### src/rtl/apb_req_arb.sv
// Two-requester round-robin arbiter in front of a single APB master port.
// Each grant runs a full SETUP/ACCESS/DONE transfer; stalled slaves are aborted after TIMEOUT waits.
module apb_req_arb #(
  parameter int unsigned TIMEOUT = 16
) (
  input  logic        clk,
  input  logic        rst_n,
  input  logic [1:0]  req_valid,
  input  logic [31:0] req_addr,
  input  logic [1:0]  req_write,
  input  logic [63:0] req_wdata,
  output logic [1:0]  req_done,
  output logic [31:0] req_rdata,
  output logic        req_err,
  output logic [15:0] apb_addr,
  output logic        apb_selx,
  output logic        apb_enable,
  output logic        apb_write,
  output logic [31:0] apb_wdata,
  input  logic        apb_ready,
  input  logic [31:0] apb_rdata,
  input  logic        apb_slverr,
  output logic        busy,
  output logic [7:0]  tmo_cnt
);

  typedef enum logic [1:0] {
    IDLE   = 2'd0,
    SETUP  = 2'd1,
    ACCESS = 2'd2,
    DONE   = 2'd3
  } state_t;

  // Last not-ready cycle before the transfer is abandoned.
  localparam logic [7:0] TMO_LAST = 8'(TIMEOUT - 1);

  state_t      state_r;
  logic        grant_r;
  logic        last_r;
  logic [7:0]  wait_r;

  logic        win_s;
  logic [15:0] sel_addr_s;
  logic        sel_write_s;
  logic [31:0] sel_wdata_s;

  // Round-robin pick: a tie goes to the requester not served last.
  always_comb begin
    win_s = 1'b0;
    if (req_valid == 2'b11) begin
      win_s = ~last_r;
    end else if (req_valid[1]) begin
      win_s = 1'b1;
    end else begin
      win_s = 1'b0;
    end
  end

  // Select the winning requester's transfer fields.
  always_comb begin
    sel_addr_s  = req_addr[15:0];
    sel_write_s = req_write[0];
    sel_wdata_s = req_wdata[31:0];
    if (win_s) begin
      sel_addr_s  = req_addr[31:16];
      sel_write_s = req_write[1];
      sel_wdata_s = req_wdata[63:32];
    end else begin
      sel_addr_s  = req_addr[15:0];
      sel_write_s = req_write[0];
      sel_wdata_s = req_wdata[31:0];
    end
  end

  // Transfer FSM with all outputs registered.
  always_ff @(posedge clk or negedge rst_n) begin
    if (!rst_n) begin
      state_r    <= IDLE;
      grant_r    <= 1'b0;
      last_r     <= 1'b1;
      wait_r     <= 8'd0;
      req_done   <= 2'b00;
      req_rdata  <= 32'd0;
      req_err    <= 1'b0;
      apb_addr   <= 16'd0;
      apb_selx   <= 1'b0;
      apb_enable <= 1'b0;
      apb_write  <= 1'b0;
      apb_wdata  <= 32'd0;
      busy       <= 1'b0;
      tmo_cnt    <= 8'd0;
    end else begin
      req_done <= 2'b00;
      case (state_r)
        IDLE: begin
          if (|req_valid) begin
            grant_r   <= win_s;
            last_r    <= win_s;
            apb_addr  <= sel_addr_s;
            apb_write <= sel_write_s;
            apb_wdata <= sel_wdata_s;
            apb_selx  <= 1'b1;
            busy      <= 1'b1;
            state_r   <= SETUP;
          end else begin
            state_r <= IDLE;
          end
        end
        SETUP: begin
          apb_enable <= 1'b1;
          state_r    <= ACCESS;
        end
        ACCESS: begin
          if (apb_ready) begin
            req_rdata  <= apb_write ? 32'd0 : apb_rdata;
            req_err    <= apb_slverr;
            wait_r     <= 8'd0;
            req_done   <= grant_r ? 2'b10 : 2'b01;
            apb_selx   <= 1'b0;
            apb_enable <= 1'b0;
            state_r    <= DONE;
          end else if (wait_r == TMO_LAST) begin
            req_rdata  <= 32'd0;
            req_err    <= 1'b1;
            wait_r     <= 8'd0;
            req_done   <= grant_r ? 2'b10 : 2'b01;
            apb_selx   <= 1'b0;
            apb_enable <= 1'b0;
            if (tmo_cnt != 8'hFF) begin
              tmo_cnt <= tmo_cnt + 8'd1;
            end else begin
              tmo_cnt <= tmo_cnt;
            end
            state_r <= DONE;
          end else begin
            wait_r <= wait_r + 8'd1;
          end
        end
        DONE: begin
          apb_selx   <= 1'b0;
          apb_enable <= 1'b0;
          busy       <= 1'b0;
          state_r    <= IDLE;
        end
        default: begin
          apb_selx   <= 1'b0;
          apb_enable <= 1'b0;
          busy       <= 1'b0;
          wait_r     <= 8'd0;
          state_r    <= IDLE;
        end
      endcase
    end
  end

  apb_req_arb_chk u_chk (
    .clk        (clk),
    .rst_n      (rst_n),
    .req_done   (req_done),
    .apb_selx   (apb_selx),
    .apb_enable (apb_enable),
    .busy       (busy)
  );

endmodule

// Protocol invariants of the arbiter's outputs.
module apb_req_arb_chk (
  input logic       clk,
  input logic       rst_n,
  input logic [1:0] req_done,
  input logic       apb_selx,
  input logic       apb_enable,
  input logic       busy
);

  a_en_needs_sel: assert property (@(posedge clk) disable iff (!rst_n)
    apb_enable |-> apb_selx);

  a_done_onehot: assert property (@(posedge clk) disable iff (!rst_n)
    $onehot0(req_done));

  a_done_pulse: assert property (@(posedge clk) disable iff (!rst_n)
    (|req_done) |=> (req_done == 2'b00));

  a_done_no_sel: assert property (@(posedge clk) disable iff (!rst_n)
    (|req_done) |-> !apb_selx);

  a_sel_busy: assert property (@(posedge clk) disable iff (!rst_n)
    apb_selx |-> busy);

endmodule

### config.mk
export PLATFORM = sky130hd
export DESIGN_NAME = apb_req_arb
export DESIGN_NICKNAME = d
export VERILOG_FILES = /design/src/rtl/apb_req_arb.sv
export SDC_FILE = /design/constraint.sdc
export NUM_CORES = 1
export LEC_CHECK = 0
export ABC_AREA = 1
export BUFFER_PORTS_ARGS = -buffer_cell sky130_fd_sc_hd__clkbuf_2
export CAP_MARGIN = 40
export CORE_UTILIZATION = 28
export DETAILED_ROUTE_END_ITERATION = 10
export GPL_ROUTABILITY_DRIVEN = 1
export MAX_ROUTING_LAYER = met4
export PLACE_DENSITY_LB_ADDON = 0.08
export SYNTH_ARGS = -nofsm -noshare
export SYNTH_HDL_FRONTEND = slang
export SYNTH_SLANG_ARGS = --single-unit
### constraint.sdc
create_clock -name clk -period 1.6 [get_ports clk]
set_input_delay 0.32 -clock clk [delete_from_list [all_inputs] [get_ports clk]]
set_output_delay 0.32 -clock clk [all_outputs]
set_load 0.02 [all_outputs]
==> metrics.md, run 1 <==
| Metric | Value |
|---|---|
| Status | `completed` |
| TritonCTS clock tree | `done` |
| Detailed Place HPWL | `11700 µm` |
| DR DRC count | `0` |
| Num rows | `49` |
| Footprint of the multi-input gates | `2260 µm²` |
| Crit. End Element | `flip-flop` |
| Total track usage | `17.0%` |
| Top cell type's share of synthesized area | `50.0%` |
| Cell accounting for the most synthesized area | `dfrtp_1` |
| Max transition margin | `~75%` |
| Wire length on met2 | `7920 µm` |
| Pre-CTS WS | `roughly 0.043 ns` |
| Min cycle time layout | `1.53 ns` |
| WL final | `16400 µm` |
| Core area | `roughly 18000 µm²` |
| Avg Synthesized Cell Area | `around 8.5 µm²` |
| Max_cap viols | `0` |
| Area Growth Syn to Fin | `39.0%` |
| Longest Clk Path Bufs | `2` |
| Clk root buf | `clkbuf_16` |
| GRT overflow | `0` |
| Syn_nets | `768` |
| Hold Path Class | `in2reg` |
| Most frequent cell after synthesis | `nand2_1` |
| Top layer used by detailed routing | `met4` |
| Final ANT Viol Nets | `0` |
| Register bit count reported by yosys | `107` |
| Pwr Density | `1800 nW/µm²` |
| P_leak | `3.80 nW` |
| Startpoint Class | `flip-flop` |
| Critical Path Fanout Max | `9` |
| Fin Setup TNS | `0 ns` |
| Unique masters post-synth | `31` |
| Req. time, crit path | `1.87 ns` |
| Die Y | `140 µm` |
| DR WL/cell | `14.8 µm` |
| Sequential cell area | `between 2000 and 3000 µm²` |
| Most frequent cells after synthesis | `156 x nand2_1, 106 x dfrtp_1, 99 x nor2_1, 99 x o21ai_0, 55 x inv_1` |
| Clk sinks | `107` |
| Seq/Total Area, Yosys | `around half` |
| Max Fclk | `about 650 MHz` |
| Via/cell ratio | `roughly 4.5` |
| Final slew viol count | `0` |
| Via count | `5005` |
| Post-route cell area | `between 7000 and 8000 µm²` |
| Top_reg_cell synth | `dfrtp_1` |
| Post-DP Area | `6860 µm²` |
| Number of synthesized flops with an enable pin | `0` |
| Crit path kind | `reg2reg` |
| Vias in the first global route | `5123` |
| Post-Place Cells | `1082` |
| Ys async rst share | `100%` |
| Reg clk slew, reported paths | `0.07 ns` |
| Die width | `140 µm` |
| Final WS setup | `0.0676 ns` |
| Synth area leaders | `dfrtp_1 50%, nand2_1 11%, o21ai_0 9.3%, o21bai_4 7.1%, nor2_1 7.0%` |
| Drt first pass iters | `4` |
| Gate Count Post-Synth | `627` |
| WL met1 | `7250 µm` |
| Largest net degree at the start of global routing | `48` |
| Fillers | `1929` |
| Final Non-Filler Cells | `1108` |
| Io pins | `231` |
| Period utilization | `between 90% and 100%` |
| Maximum vdd drop | `670 µV` |
| Worst Tran Pin Value | `between 0.3 and 0.4 ns` |
| Initial DRC Count | `166` |
| Clock latency reported for the late side of the worst-skew pair | `roughly 0.35 ns` |
| Hold WS | `0.234 ns` |
| Post-Syn Area | `roughly 5300 µm²` |
| YS warnings | `0` |
| Met3 wire len | `907 µm` |
| I/O Buffers | `230` |
| Final hold violation count | `0` |
| Ant diodes | `0` |
| WP data arrival | `1.80 ns` |
| RSZ-0062 raised after global routing | `true` |
| Num CTS Buffers | `9` |
| CTS H-tree lvls | `3` |
| Final setup violation count | `0` |
| Initial antenna violation count | `0` |
| Starting density of the core | `29.0%` |
| First-pass GRT wire length | `25700 µm` |
| Final Wtd Congestion | `around 0.8` |
| Fin nets | `1015` |
| Final Skew | `0.00524 ns` |
| Die area | `19500 µm²` |
| Share of layout cells above drive strength 1 | `36.6%` |
-- metrics by stage --
step,power [mW],utilization (%)
after floorplan,8.35,-
after global placement,10.5,37.6
after detailed placement,10.6,37.6
after CTS,13.0,39.2
after global routing,14.3,40.4
final,13.2,40.4
-- metal layers --
layer / GRT usage (%) / vias up
met1: 20.8 / 2332
met4: 7.00 / 0
li1: - / 2474
met5: - / -
met3: 3.34 / 19
met2: 27.6 / 180
-- logic make-up after synthesis --
group                    count (synthesis)  share of synthesized area (%)
buffers and inverters                   89                           7.45
XOR/XNOR                                 4                          0.660
flip-flops                             107                           50.5
adder cells (fa/ha/maj)                  5                           1.18
AND/OR/NAND/NOR                        277                           20.7
AO/OA/AOI/OAI                          145                           19.5
-- final timing paths --
| check | from | end | slack, ns | cells past startpoint |
|---|---|---|---|---|
| max in group asynchronous | rst_n | apb_addr[6]$_DFFE_PN0P_ | 0.60 | 3 |
| min in group asynchronous | rst_n | req_rdata[19]$_DFFE_PN0P_ | 0.42 | 2 |
| max reg2reg | state_r[1]$_DFFE_PN0P_ | apb_wdata[19]$_DFFE_PN0P_ | 0.07 | 8 |
| max | state_r[1]$_DFFE_PN0P_ | apb_wdata[19]$_DFFE_PN0P_ | 0.07 | 8 |
| min | req_wdata[43] | apb_wdata[11]$_DFFE_PN0P_ | 0.23 | 3 |
| min reg2reg | grant_r$_DFFE_PN0P_ | req_done[0]$_DFF_PN0_ | 0.43 | 1 |
-- power by group --
part | internal [mW] | switching [mW]
combinational | 2.53 | 3.99
clock | 1.26 | 1.03
sequential | 3.81 | 0.632
-- state kept, by name, summed over array words and instances, names as in the netlist --
| register | flops |
|---|---|
| apb_wdata | 32 |
| req_rdata | 32 |
| apb_addr | 16 |
| tmo_cnt | 8 |
| wait_r | 8 |
| req_done | 2 |
| state_r | 2 |
| apb_enable | 1 |
| apb_selx | 1 |
| apb_write | 1 |
| busy | 1 |
| grant_r | 1 |
| last_r | 1 |
| req_err | 1 |
-- worst max-delay path, stage by stage, from the launching register on --
cell and delay (ns):
dfrtp_1 0.40, inv_1 0.08, ha_2 0.19, inv_2 0.05, nor2_4 0.16, buf_6 0.15
buf_12 0.12, o21ai_0 0.13, o21ai_0 0.17
-- timing repair --
action / CTS / global route
endpoints found under the hold margin: 19 / 0
resized for setup: 0 / 32
endpoints found under the setup margin: 0 / 87
hold buffers: 1 / 0
setup buffers: 0 / 5
-- layout by cell type (no fill, tap or decap), drive strengths merged --
cell type	n
bufinv	1
dlygate4sd3	1
a21boi	1
nand4	4
nand3b	1
dfrtp	106
nand2	158
inv	56
nand3	8
o21ai	110
ha	5
xor2	3
clkbuf	245
buf	34
nor3	2
o21bai	32
o22ai	1
or2	1
dfstp	1
a21oi	1
xnor2	1
clkinv	3
clkinvlp	1
nor2	103
-- area by class of cell --
cell class                      instances  area share, %
Tap cell                              229           3.89
Clock inverter                          4          0.662
Timing Repair Buffer                  268           22.1
Inverter                               57           3.02
Clock buffer                           12           3.34
Sequential cell                       107           36.3
Multi-Input combinational cell        431           30.6
(Power assumes the default switching activity.)
==> inputs of run 2 (changes only) <==
Settings changed: CORE_UTILIZATION 28 to 48, PLACE_DENSITY set to 0.84, PLACE_DENSITY_LB_ADDON 0.08 to unset.
==> run 2 against run 1 <==
Non-clock buffer count fell by 9. Register-to-register slack barely moved. Clock-buffer cell count fell by 2. Die area fell by 41%. Largest cell class unchanged. Sequential power barely moved. Sequential share of layout area rose by 1.4 points. Critical path type unchanged. Worst setup slack barely moved. Fmax barely moved. Global-route usage rose by 7.3 points.
==> metrics.md, run 2 (synthesis gave the netlist of run 1 again) <==
| Metric | Value |
|---|---|
| M3 GR Usage | `6.14% (+2.8 points)` |
| Hold Path Class | `in2reg` |
| Fin Setup TNS | `0 ns (unchanged)` |
| Final Non-Filler Cells | `1010 (-8.8%)` |
| Num CTS Buffers | `9 (unchanged)` |
| Maximum vdd drop | `1010 µV (+51%)` |
| Status | `completed` |
| Most frequent cells in the layout | `229 x clkbuf_2, 154 x nand2_1, 106 x dfrtp_1` |
| Sequential power share | `35.4% (+1.9 points)` |
| Total track usage | `24.4% (+7.3 points)` |
| Top Registers | `apb_wdata (32), req_rdata (32), apb_addr (16)` |
| Die Y | `107 µm (-23%)` |
| Clock latency reported for the late side of the worst-skew pair | `0.37 ns (+0.02 ns)` |
| Die area | `11500 µm² (-41%)` |
| DR DRC count | `0 (unchanged)` |
| Starting density of the core | `49.2% (+20 points)` |
| Die width | `107 µm (-23%)` |
| Hold WS | `0.205 ns (-0.0289 ns)` |
| Post-DP Area | `6730 µm² (-1.9%)` |
| GR Util met1 | `29.4% (+8.6 points)` |
| TritonCTS clock tree | `done` |
| M2 GR Usage | `41.6% (+14 points)` |
| Fillers | `928 (-52%)` |
| DR WL/cell | `13.8 µm (-6.6%)` |
| RSZ-0062 raised after global routing | `true` |
| First-pass GRT wire length | `21400 µm (-16%)` |
| Pre-CTS WS | `0.0469 ns (+0.00428 ns)` |
| Psw | `5.45 mW (-3.5%)` |
| Pwr Density | `1760 nW/µm² (-1.8%)` |
| Final hold violation count | `0 (unchanged)` |
| Share of layout cells above drive strength 1 | `36.1% (-0.54 points)` |
| Detailed Place HPWL | `10100 µm (-13%)` |
| Period utilization | `95.8% (about the same)` |
| Io pins | `231 (unchanged)` |
| Initial antenna violation count | `0 (unchanged)` |
| Via/cell ratio | `4.93 (+9.1%)` |
| Startpoint Class | `flip-flop` |
| Final Wtd Congestion | `0.806 (+0.86%)` |
| Vias in the first global route | `4562 (-11%)` |
| WL final | `13900 µm (-15%)` |
| Post-route cell area | `7090 µm² (-3.8%)` |
| Clk sinks | `107 (unchanged)` |
| Longest Clk Path Bufs | `2 (unchanged)` |
| Crit. End Element | `flip-flop` |
| Num rows | `38 (-22%)` |
| Commonest non-fill, non-tap cell in the layout | `clkbuf_2` |
| Max_cap viols | `0 (unchanged)` |
| Final ANT Viol Nets | `0 (unchanged)` |
| Req. time, crit path | `1.85 ns (-0.02 ns)` |
| Final Skew | `0.0151 ns (+0.00990 ns)` |
| I/O Buffers | `230 (unchanged)` |
| Int Power | `7.07 mW (-7.0%)` |
| Final slew viol count | `0 (unchanged)` |
| Drt first pass iters | `4 (unchanged)` |
| Min cycle time layout | `1.53 ns (+0.000294 ns)` |
| Core area | `10800 µm² (-41%)` |
| Area Growth Syn to Fin | `33.7%` |
| Switching Share | `43.6% (+0.93 points)` |
| Initial DRC Count | `283 (+70%)` |
| Largest net degree at the start of global routing | `43 (-10%)` |
| Clock Power Share | `14.0% (-3.3 points)` |
| Final WS setup | `0.0673 ns (-0.000294 ns)` |
| Max Fclk | `652 MHz (about the same)` |
| Ant diodes | `0 (unchanged)` |
| Worst Tran Pin Value | `0.344 ns (-0.0319 ns)` |
| Critical Path Fanout Max | `14 (+5)` |
| P_leak | `3.72 nW (-2.1%)` |
| Clk root buf | `clkbuf_8` |
| Max transition margin | `77.1% (+2.1 points)` |
| CTS H-tree lvls | `3 (unchanged)` |
| Via count | `4976 (-0.58%)` |
| Final setup violation count | `0 (unchanged)` |
| Fin nets | `1006 (-0.89%)` |
| Reg clk slew, reported paths | `0.12 ns (+0.05 ns)` |
| WP data arrival | `1.78 ns (-0.02 ns)` |
| Post-Place Cells | `987 (-8.8%)` |
| Comb pwr share | `50.6% (+1.4 points)` |
| GR peak layer | `met2` |
| GRT overflow | `0 (unchanged)` |
| Crit path kind | `reg2reg` |
[run 2: cell count changes in the layout (fill, tap and decap cells not counted), moves of 3 or more]
cell,previous run,this run
buf_4,20,15
clkbuf_16,13,3
clkbuf_8,1,10
o21ai_1,21,11
o21ai_0,88,98
buf_6,5,2
[run 2: cell type report]
type                    instances  area (µm²)  area share, %
flip-flops and latches        107        2680           37.8
clock inverters                 6        71.3           1.01
multi-input cells             431        2260           31.9
clock buffers                  10         138           1.94
inverters                      57         219           3.09
repair buffers                259        1550           21.8
well taps                     140         175           2.47
[run 2: what timing repair did]
| action | in CTS | in global routing |
|---|---|---|
| resized for setup | 0 | 15 |
| buffers inserted | 0 | 3 |
| hold buffers | 1 | 0 |
| endpoints found under the hold margin | 15 | 0 |
| setup endpoints to repair | 0 | 67 |
[run 2: power groups by stage]
stage	clock [mW]	combinational [mW]	sequential, mW
final	1.75	6.33	4.44
after global routing	1.93	6.96	4.57
after CTS	1.80	6.06	4.43
after detailed placement	0	6.06	4.47
after global placement	0	5.91	4.45
after floorplan	0	2.74	5.61
[run 2: worst max-delay path, stage by stage (launching register included)]
cell and delay, ns:
dfrtp_1 0.39, inv_1 0.10, ha_2 0.22, buf_4 0.15
nand3_2 0.15, nand2_4 0.15, buf_12 0.18, o21bai_1 0.08
[run 2: worst paths after layout]
check	from	slack, ns	to	depth (start not counted)
setup / recovery	state_r[0]$_DFFE_PN0P_	0.07	req_rdata[20]$_DFFE_PN0P_	7
hold / removal	req_wdata[47]	0.21	apb_wdata[15]$_DFFE_PN0P_	3
setup reg to reg	state_r[0]$_DFFE_PN0P_	0.07	req_rdata[20]$_DFFE_PN0P_	7
hold reg to reg	grant_r$_DFFE_PN0P_	0.43	req_done[0]$_DFF_PN0_	1
max in group asynchronous	rst_n	0.65	apb_addr[12]$_DFFE_PN0P_	3
min in group asynchronous	rst_n	0.38	req_rdata[16]$_DFFE_PN0P_	2
[run 2: stage by stage]
step	power (mW)	util, %
3_3_place_gp	10.4	62.4
4_1_cts	12.3	64.4
5_1_grt	13.5	65.7
6_report	12.5	65.7
2_1_floorplan	8.35	-
3_5_place_dp	10.5	62.4
[run 2: per-layer routing]
metal | routed length, µm | share of wire (%) | vias to the layer above
li1 | - | - | 2450
met1 | 5870 | 42 | 2326
met2 | 6910 | 50 | 192
met3 | 1030 | 7.4 | 8
met4 | 111 | 0.80 | 0
met5 | 0 | 0 | -
